--- config.mk ---
export PLATFORM = sky130hd
export DESIGN_NAME = instr_reg_ctrl
export DESIGN_NICKNAME = d
export VERILOG_FILES = /design/src/rtl/instr_register_pkg.sv /design/src/rtl/rr_arb2.sv /design/src/rtl/instr_reg_ctrl.sv
export SDC_FILE = /design/constraint.sdc
export NUM_CORES = 1
export LEC_CHECK = 0
export ABC_AREA = 0
export CORE_AREA = 3 3 193 195
export CTS_CLUSTER_DIAMETER = 120
export CTS_CLUSTER_SIZE = 28
export DETAILED_ROUTE_END_ITERATION = 7
export DIE_AREA = 0 0 196 198
export PLACE_DENSITY_LB_ADDON = 0.12
export SYNTH_ARGS = -nofsm -noshare
export SYNTH_HDL_FRONTEND = slang
export SYNTH_HIERARCHICAL = 1
export SYNTH_SLANG_ARGS = --single-unit
export TNS_END_PERCENT = 100
--- constraint.sdc ---
create_clock -name clk -period 3.7 [get_ports clk]
set_clock_uncertainty 0.15 [all_clocks]
set_input_delay 0.37 -clock clk [delete_from_list [all_inputs] [get_ports clk]]
set_output_delay 0.37 -clock clk [all_outputs]
set_load 0.01 [all_outputs]
--- src/rtl/instr_register_pkg.sv ---
// instr_register_pkg: shared types for the instruction register and its
// front-end controller (opcode/operand/instruction words, FIFO sizing,
// request payload bundle).
package instr_register_pkg;

  // Number of entries in the instr_register array.
  parameter int IR_DEPTH = 32;
  localparam int IR_PTR_W = $clog2(IR_DEPTH);

  typedef enum logic [3:0] {
    ZERO,
    PASSA,
    PASSB,
    ADD,
    SUB,
    MULT,
    DIV,
    MOD
  } opcode_t;

  typedef logic signed [31:0] operand_t;
  typedef logic signed [63:0] result_t;
  typedef logic [4:0]         address_t;
  typedef logic [IR_PTR_W-1:0] ptr_t;

  // One stored word as presented by instr_register.
  typedef struct packed {
    opcode_t  opc;
    operand_t op_a;
    operand_t op_b;
    result_t  rslt;
  } instruction_t;

  // What a requester hands over when it is granted.
  typedef struct packed {
    opcode_t  opc;
    operand_t a;
    operand_t b;
  } req_payload_t;

endpackage

--- src/rtl/rr_arb2.sv ---
// rr_arb2: two-way arbiter producing a one-hot grant.
// Build macro INSTR_CTRL_FIXED_PRIO_EN: when defined, requester 0 always wins
// and 'last' is ignored; otherwise round-robin, where the requester after
// 'last' (the index most recently granted) gets first chance.
module rr_arb2 (
  input  logic [1:0] req,
  input  logic       en,
  input  logic       last,
  output logic [1:0] gnt
);

`ifdef INSTR_CTRL_FIXED_PRIO_EN
  logic unused_last;
  assign unused_last = last;

  // Fixed priority: requester 0 beats requester 1 whenever both ask.
  always_comb begin
    gnt = 2'b00;
    if (en) begin
      if (req[0]) begin
        gnt = 2'b01;
      end else if (req[1]) begin
        gnt = 2'b10;
      end
    end
  end
`else
  // Round-robin: whoever was not served last is looked at first.
  always_comb begin
    gnt = 2'b00;
    if (en) begin
      if (last) begin
        if (req[0]) begin
          gnt = 2'b01;
        end else if (req[1]) begin
          gnt = 2'b10;
        end
      end else begin
        if (req[1]) begin
          gnt = 2'b10;
        end else if (req[0]) begin
          gnt = 2'b01;
        end
      end
    end
  end
`endif

endmodule

--- src/rtl/instr_reg_ctrl.sv ---
// instr_reg_ctrl: front-end controller that uses the instr_register array as
// a FIFO shared by two requesters. Arbitrates writes, drives load_en and the
// write/read pointers, and drains stored words in write order over a
// valid/ready handshake.
// Build macro INSTR_CTRL_FIXED_PRIO_EN switches the arbiter from round-robin
// to fixed priority (requester 0 first).
//
// Timing of one write: grant in N, payload registered at end of N, load_en
// in N+1, array and wr_ptr/avail update at end of N+1, readable from N+2.
// 'used' counts from the grant so full/empty already include in-flight words;
// 'avail' counts only words that have actually landed in the array.
module instr_reg_ctrl
  import instr_register_pkg::*;
#(
  parameter int DEPTH = IR_DEPTH,
  parameter int PTR_W = $clog2(DEPTH)
) (
  input  logic         clk,
  input  logic         reset_n,
  input  logic [1:0]   req,
  input  opcode_t      req_opcode [2],
  input  operand_t     req_op_a   [2],
  input  operand_t     req_op_b   [2],
  output logic [1:0]   gnt,
  input  logic         flush,
  output logic         load_en,
  output opcode_t      opcode,
  output operand_t     operand_a,
  output operand_t     operand_b,
  output address_t     write_pointer,
  output address_t     read_pointer,
  input  instruction_t instruction_word,
  output logic         out_valid,
  input  logic         out_ready,
  output instruction_t out_instr,
  output logic         full,
  output logic         empty,
  output logic [PTR_W:0] used
);

  localparam logic [PTR_W:0]   CNT_ONE   = (PTR_W+1)'(1);
  localparam logic [PTR_W:0]   CNT_DEPTH = (PTR_W+1)'(DEPTH);
  localparam logic [PTR_W-1:0] PTR_ONE   = PTR_W'(1);

  logic [PTR_W-1:0] wr_ptr_reg;
  logic [PTR_W-1:0] rd_ptr_reg;
  logic [PTR_W:0]   used_reg;
  logic [PTR_W:0]   used_next;
  logic [PTR_W:0]   avail_reg;
  logic [PTR_W:0]   avail_next;
  logic             last_gnt_reg;
  logic             load_en_reg;
  req_payload_t     payload_reg;
  req_payload_t     req_pl [2];

  logic arb_en;
  logic grant;
  logic commit;
  logic pop;

  // Bundle each requester's fields so the winner can be picked by index.
  genvar gi;
  generate
    for (gi = 0; gi < 2; gi++) begin : g_req_pl
      assign req_pl[gi] = '{opc: req_opcode[gi], a: req_op_a[gi], b: req_op_b[gi]};
    end
  endgenerate

  // Grants are offered only out of reset, with room left, and outside a flush.
  assign arb_en = reset_n & ~full & ~flush;

  rr_arb2 u_arb (
    .req  (req),
    .en   (arb_en),
    .last (last_gnt_reg),
    .gnt  (gnt)
  );

  assign grant  = |gnt;
  // A flush kills the write that was already on its way to the array.
  assign commit = load_en_reg & ~flush;
  assign pop    = out_valid & out_ready;

  assign load_en       = commit;
  assign opcode        = payload_reg.opc;
  assign operand_a     = payload_reg.a;
  assign operand_b     = payload_reg.b;
  assign write_pointer = address_t'(wr_ptr_reg);
  assign read_pointer  = address_t'(rd_ptr_reg);
  assign out_instr     = instruction_word;
  assign out_valid     = (avail_reg != '0);
  assign full          = (used_reg == CNT_DEPTH);
  assign empty         = (used_reg == '0);
  assign used          = used_reg;

  // Occupancy: grants add, pops remove, both together cancel out.
  always_comb begin
    used_next = used_reg;
    if (flush) begin
      used_next = '0;
    end else if (grant && !pop) begin
      used_next = used_reg + CNT_ONE;
    end else if (pop && !grant) begin
      used_next = used_reg - CNT_ONE;
    end
  end

  // Readable words: array commits add, pops remove, both together cancel out.
  always_comb begin
    avail_next = avail_reg;
    if (flush) begin
      avail_next = '0;
    end else if (commit && !pop) begin
      avail_next = avail_reg + CNT_ONE;
    end else if (pop && !commit) begin
      avail_next = avail_reg - CNT_ONE;
    end
  end

  // Capture the winning payload and schedule its write for the next cycle.
  always_ff @(posedge clk or negedge reset_n) begin
    if (!reset_n) begin
      payload_reg <= '{opc: ZERO, a: '0, b: '0};
      load_en_reg <= 1'b0;
    end else begin
      load_en_reg <= grant;
      if (grant) begin
        payload_reg <= req_pl[gnt[1]];
      end
    end
  end

  // Remember who was served last; starts at 1 so requester 0 wins first.
  always_ff @(posedge clk or negedge reset_n) begin
    if (!reset_n) begin
      last_gnt_reg <= 1'b1;
    end else if (grant) begin
      last_gnt_reg <= gnt[1];
    end
  end

  // Write pointer advances with each committed write and wraps naturally.
  always_ff @(posedge clk or negedge reset_n) begin
    if (!reset_n) begin
      wr_ptr_reg <= '0;
    end else if (flush) begin
      wr_ptr_reg <= '0;
    end else if (commit) begin
      wr_ptr_reg <= wr_ptr_reg + PTR_ONE;
    end
  end

  // Read pointer advances with each pop and wraps naturally.
  always_ff @(posedge clk or negedge reset_n) begin
    if (!reset_n) begin
      rd_ptr_reg <= '0;
    end else if (flush) begin
      rd_ptr_reg <= '0;
    end else if (pop) begin
      rd_ptr_reg <= rd_ptr_reg + PTR_ONE;
    end
  end

  // Occupancy and availability counters.
  always_ff @(posedge clk or negedge reset_n) begin
    if (!reset_n) begin
      used_reg  <= '0;
      avail_reg <= '0;
    end else begin
      used_reg  <= used_next;
      avail_reg <= avail_next;
    end
  end

endmodule
# [Word level (Yosys, flattened, before mapping)]
# Index checks and enable logic that the tools add are counted.
[word_totals] output_inout_bits=222 inputBits=274 ff_bits=92 elab_cells=57
[classes] add_sub_neg=6 bitwise_logic=7 muxes=19 eq_ne=1 n_reduce_logical=14 order_cmp=1
[ops] cell="68-bit 2-to-1 mux" n=3
[ops] cell="6-bit 2-to-1 mux" n=6
[ops] cell="5-bit 2-to-1 mux" n=4
[ops] cell="6-bit by 1-bit adder with 6-bit output (second input constant)" n=2
[ops] cell="6-bit by 1-bit subtractor with 6-bit output (second input constant)" n=2
[ops] cell="5-bit by 1-bit adder with 5-bit output (second input constant)" n=2
[ops] cell="2-bit 2-to-1 mux" n=5
[ops] cell="6-bit equality test (second input constant)" n=1
[ops] cell="6-bit zero test" n=1
[ops] cell="3-bit nonzero test" n=2
[ops] cell="6-bit nonzero test" n=1
[ops] cell="1-bit AND" n=4
[ops] cell="1-bit logical AND" n=4
[ops] cell="2-bit nonzero test" n=2
[ops] cell="1-bit zero test" n=3
[ops] cell="2-bit >= comparator (second input constant)" n=1
[ops] cell="1-bit inverter" n=2
[ops] cell="1-bit inverter with 2-bit output" n=1
[ops] cell="2-bit OR reduction" n=1
[ops] cell="1-bit 2-to-1 mux" n=1

# [Logic depth before layout (Yosys ltp)]
[logic_depth] ltp_word=11 depth_mapped=16 ltp_nobuf=15

# [Hierarchy]
# Netlist, hierarchy kept.
[modules_own_cells] module="instr_reg_ctrl" area_per_inst_um2=5594.1 cells_each=589 seq_area_each_um2=2303.5 instances=1
[modules_own_cells] module="rr_arb2" area_per_inst_um2=21.3 cells_each=5 seq_area_each_um2=0.0 instances=1

# [Worst setup path after synthesis]
# OpenSTA, ideal clock, no wires.
[synth_path] path_type="reg2reg" start="register used_reg[0] (netlist: used[0])" end="register used_reg[5] (netlist: used[5])" stages_incl_launch_ff=16 arrival_time_ns=2.972 path_slack_ns=0.474 t_required_ns=3.446 n_path_buf=1 period_less_slack_ns=3.226 setup_ns=0.104 cell_sequence="dfrtp_1 nor2_1 and3_1 nor3b_1 nand2_1 a21oi_1 clkbuf_1 nor2_1 inv_1 nand2_4 ha_1 o21ai_0 o21bai_1 a21oi_1 or4_1 o311ai_1"
[synth_between] elab_chain_len=9 elab_cells_between_ends=15 cone_classes="add/sub: 2; eq/ne: 1; mux: 4; bitwise: 3; reduce/logical: 5"
[synth_lines] element="start: declaration" line="instr_reg_ctrl.sv:47" source="logic [PTR_W:0] used_reg;"
[synth_lines] element="start signal: assignment" line="instr_reg_ctrl.sv:170" source="used_reg <= used_next;"
[synth_lines] element="6-bit equality test *" line="instr_reg_ctrl.sv:92" source="assign full = (used_reg == CNT_DEPTH);"
[synth_lines] element="via full" line="instr_reg_ctrl.sv:36" source="output logic full,"
[synth_lines] element="1-bit inverter *" line="instr_reg_ctrl.sv:70" source="assign arb_en = reset_n & ~full & ~flush;"
[synth_lines] element="1-bit AND * (2 in a row)" line="instr_reg_ctrl.sv:70"
[synth_lines] element="via arb_en" line="instr_reg_ctrl.sv:56" source="logic arb_en;"
[synth_lines] element="2-bit 2-to-1 mux *" line="rr_arb2.sv:31" source="if (en) begin"
[synth_lines] element="via gnt[0]" line="instr_reg_ctrl.sv:24" source="output logic [1:0] gnt,"
[synth_lines] element="2-bit OR reduction *" line="instr_reg_ctrl.sv:79" source="assign grant = |gnt;"
[synth_lines] element="via grant" line="instr_reg_ctrl.sv:57" source="logic grant;"
[synth_lines] element="1-bit logical AND or 1-bit zero test (tied branches)" line="instr_reg_ctrl.sv:101, instr_reg_ctrl.sv:103"
[synth_lines] element="6-bit 2-to-1 mux or 1-bit logical AND (tied branches)" line="instr_reg_ctrl.sv:101, instr_reg_ctrl.sv:103"
[synth_lines] element="6-bit 2-to-1 mux or 3-bit nonzero test (tied branches)"
# The timed path passes the listed nets; every way through them passes the cells marked *. The select of a mux whose other input is x is not followed.
# A chain may end at the register's enable or synchronous reset.

# [Final worst setup path]
[layout_path] start="register used_reg[0] (netlist: used[0])" end="output gnt[0]"
[layout_between] elab_chain_len=5
[layout_lines] element="6-bit equality test" line="instr_reg_ctrl.sv:92"
[layout_lines] element="1-bit inverter" line="instr_reg_ctrl.sv:70"
[layout_lines] element="1-bit AND (2 in a row)" line="instr_reg_ctrl.sv:70"
[layout_lines] element="via arb_en" line="instr_reg_ctrl.sv:56"
[layout_lines] element="2-bit 2-to-1 mux" line="rr_arb2.sv:31"
[layout_lines] element="end: declaration" line="instr_reg_ctrl.sv:24"
# The timed path passes the listed nets, and every way through them passes these cells.

==> run summary <==
The peak ir drop on the vdd network is 0.284 mV. The setup-violating endpoint count in the final report came out at 0. Summed over all instances, the cell type with the most area after synthesis is dfrtp_1. Clock-pin slew was measured on the worst setup and hold paths at 0.07 ns. The final estimated routing congestion in global placement is 0.731.

The overall global routing resource usage is 0.0993. The minimum setup slack in the final design came out at 0.426 ns. The final net count is 968. The sum of negative setup slack came out at 0 ns.

The kind of path behind the tightest hold check is input pin to flip-flop. The register-to-register setup slack is 0.43 ns. The worst slew margin relative to its limit came out at 0.492. The count of flip-flops with a built-in enable after synthesis came out at 0. After global routing the overflow that remains totals 0. The endpoint required time on the critical path is 3.18 ns. The floorplan row count is 69.

The achievable frequency is 305 MHz. Sorting the synthesized cells by area gives the leading types as dfrtp_1, buf_4, mux2i_1. Summed over all cells, the static leakage comes to 2.90 nW. Counting every sink on the clock net gives 92. The post-synthesis area per instance came out at 9.45 µm². The area share of the leading cell type in the synthesized netlist came out at 0.406. The number of iterations in the first detailed-routing pass came out at 4. The post-route fraction of the period consumed by the critical path is 0.885. In this design, the stage delay of the slowest critical-path cell is 0.65 ns. The ratio of routed vias to standard cells came out at 3.80. The final antenna diode count came out at 0. The floorplan step defined a die boundary enclosing 38800 µm². The area used by sequential logic in the layout came out at 2300 µm².

STA classifies the critical path endpoint as a primary output. The cell at the root of the clock tree is clkbuf_16. The layout has 3902 filler cells.

The most common flop cell mapped by yosys is dfrtp_1. The clock insertion delay at the later pin of the skew report is 0.37 ns. The area of combinational cells with multiple inputs came out at 2190 µm². The number of top-level design ports is 496. The measured slew at the worst slew-check pin is 0.763 ns.

The worst-case clock buffer depth came out at 2. The count of H-tree levels built during CTS came out at 3. The floorplan step set the die width to 196 µm.

The warning count from the yosys run is 6. The synthesis-to-layout area growth came out at 38.9%. The max-slew violation count came out at 0.

The via count came out at 4364. The post-synthesis cell type count came out at 44. Across the run, the number of max-cap violations was 0. For this block, the initial DRC count from the detailed router was 216. STA classifies the critical path startpoint as a flip-flop. The post-synthesis sequential area ratio came out at 0.410. The critical path goes through nor2_1 -> and3_1 -> nor3b_1 -> nand2_1 -> a21oi_4 -> buf_4 -> clkdlybuf4s50_1. The maximum number of pins on one net before global-route repair is 139. In the post-synthesis netlist, the cell with the most instances is buf_4. The count of input and output buffers came out at 231. The fraction of final layout cells sized beyond drive strength 1 came out at 0.0422. The worst reg2reg path startpoint is used[3].

In this run, synthesis produced a sequential element count of 92. The post-detailed-placement half-perimeter wirelength came out at 14600 µm. Counting every instance in the synthesized netlist gives 594.

In this run the critical register-to-register path is captured at used[5]. The startpoint-to-endpoint class of the critical path is flip-flop to primary output. Setup repair after global routing left no endpoint under its margin. The run finished with clean final reports.

The share of flip-flops with an asynchronous set or reset after synthesis is 1.00. The region available for standard cell placement spans 35600 µm². Among all stages on the critical path, the largest delay is contributed by clkdlybuf4s50_1. The per-cell routed wire length is 17.0 µm. The minimum period implied by the final worst setup slack is 3.27 ns. Ranked by instance count, the synthesized netlist is headed by buf_4, dfrtp_1, nand2_1.

The first global-routing pass estimated 29400 µm of wire. The data arrival time at the worst-slack endpoint is 2.75 ns. The initial utilization of the core area, before any placement, comes to 0.158. The depth of the most critical reg-to-reg path is 14. The number of cells upsized or downsized after cts came out at 0.

Counting every net in the synthesized netlist gives 880. The power per cell area is 653 nW/µm². Final hold analysis gives a worst-case slack of 0.410 ns. The vertical extent of the die came out at 198 µm.

The number of global-route vias before repair came out at 4799. The final number of hold-violating endpoints is 0. Clock tree synthesis inserted a total of 9 buffers. Along the worst path, the maximum fanout reaches 34. Tracing the worst setup path back leads to its startpoint at used[0].

The wire length reported by the detailed router is 19500 µm. The initial antenna violation count is 3. The setup slack at placement came out at 0.425 ns. The antenna violation net count after detailed routing came out at 0.

Summing every instance area after synthesis gives 5620 µm². The clock tree from TritonCTS is done. The most critical setup path has its endpoint at gnt[0].

For this run, design rule violations remaining after detail routing come to 0.
-- critical path, delay by kind of cell, from the launching register on --
kind            cells  cell delay (ns)
simple gates        4             0.65
compound gates      1             0.14
flops               1             0.44
buf+inv             2             1.15
-- metal layers --
metal,part of all wire,track usage
met5,0.0018,0
met4,0.039,0.0489
met3,0.11,0.0543
met2,0.48,0.160
met1,0.37,0.106
-- power by group --
group	total [mW]	switching (mW)	internal, mW
combinational	2.31	1.03	1.29
clock	1.06	0.445	0.612
sequential	1.72	0.298	1.42
total	5.09	1.77	3.32
-- worst min path at each step --
stage | depth (start not counted) | from | slack [ns] | to
floorplan | 0 | reset_n | -0.08 | avail_reg[0]
global placement | 2 | reset_n | 0.35 | used[5]
detailed placement | 2 | reset_n | 0.38 | used[5]
CTS | 3 | req_op_b[27] | 0.37 | operand_b[27]
global route | 3 | req_op_b[13] | 0.40 | operand_b[13]
finish | 3 | req_op_b[27] | 0.41 | operand_b[27]
-- per-stage QoR --
step                      power, mW  area [µm²]  std cells   util
final                          5.09        7800       1148  0.219
after global routing           5.50        7800       1148  0.219
after CTS                      5.23        7800       1148  0.219
after detailed placement       4.09        7470       1131  0.210
after global placement         4.09        7470       1131  0.210
after floorplan                2.90        5620        594      -
-- logic make-up (layout without fill, tap and decap cells) --
| family | Yosys count | in the layout | share of synthesized area |
|---|---|---|---|
| AND/OR/NAND/NOR | 127 | 127 | 0.0989 |
| flip-flops | 92 | 92 | 0.410 |
| XOR/XNOR | 15 | 15 | 0.0247 |
| buffers and inverters | 171 | 264 | 0.204 |
| adder cells (fa/ha/maj) | 12 | 12 | 0.0294 |
| multiplexers | 71 | 71 | 0.127 |
| AO/OA/AOI/OAI | 106 | 106 | 0.106 |
-- what timing repair did --
item | in CTS | in global routing
hold endpoints to repair | 39 | 0
buffers inserted | 0 | 0
setup endpoints to repair | 0 | 0
hold buffers | 1 | 0
-- layout make-up --
type | count | area share
multi-input cells | 331 | 0.280
repair buffers | 238 | 0.305
clock inverters | 4 | 0.00930
inverters | 10 | 0.00481
flip-flops and latches | 92 | 0.295
clock buffers | 12 | 0.0316
well taps | 461 | 0.0739
-- layout by cell type, fill, tap and decap left out, types with 3 or more instances in the layout --
cell type,n
nand2_1,83
clkbuf_16,9
ha_1,10
xor2_1,6
xnor2_1,8
mux2i_1,71
o21ai_0,75
buf_4,6
a21oi_1,9
a211oi_1,4
nor3_1,4
a21o_1,4
clkdlybuf4s50_1,230
or3_1,3
dfrtp_1,91
nor2_1,18
nand4_1,4
inv_1,10
nor2b_1,3
No activity file was read; power rests on OpenSTA's default activity.
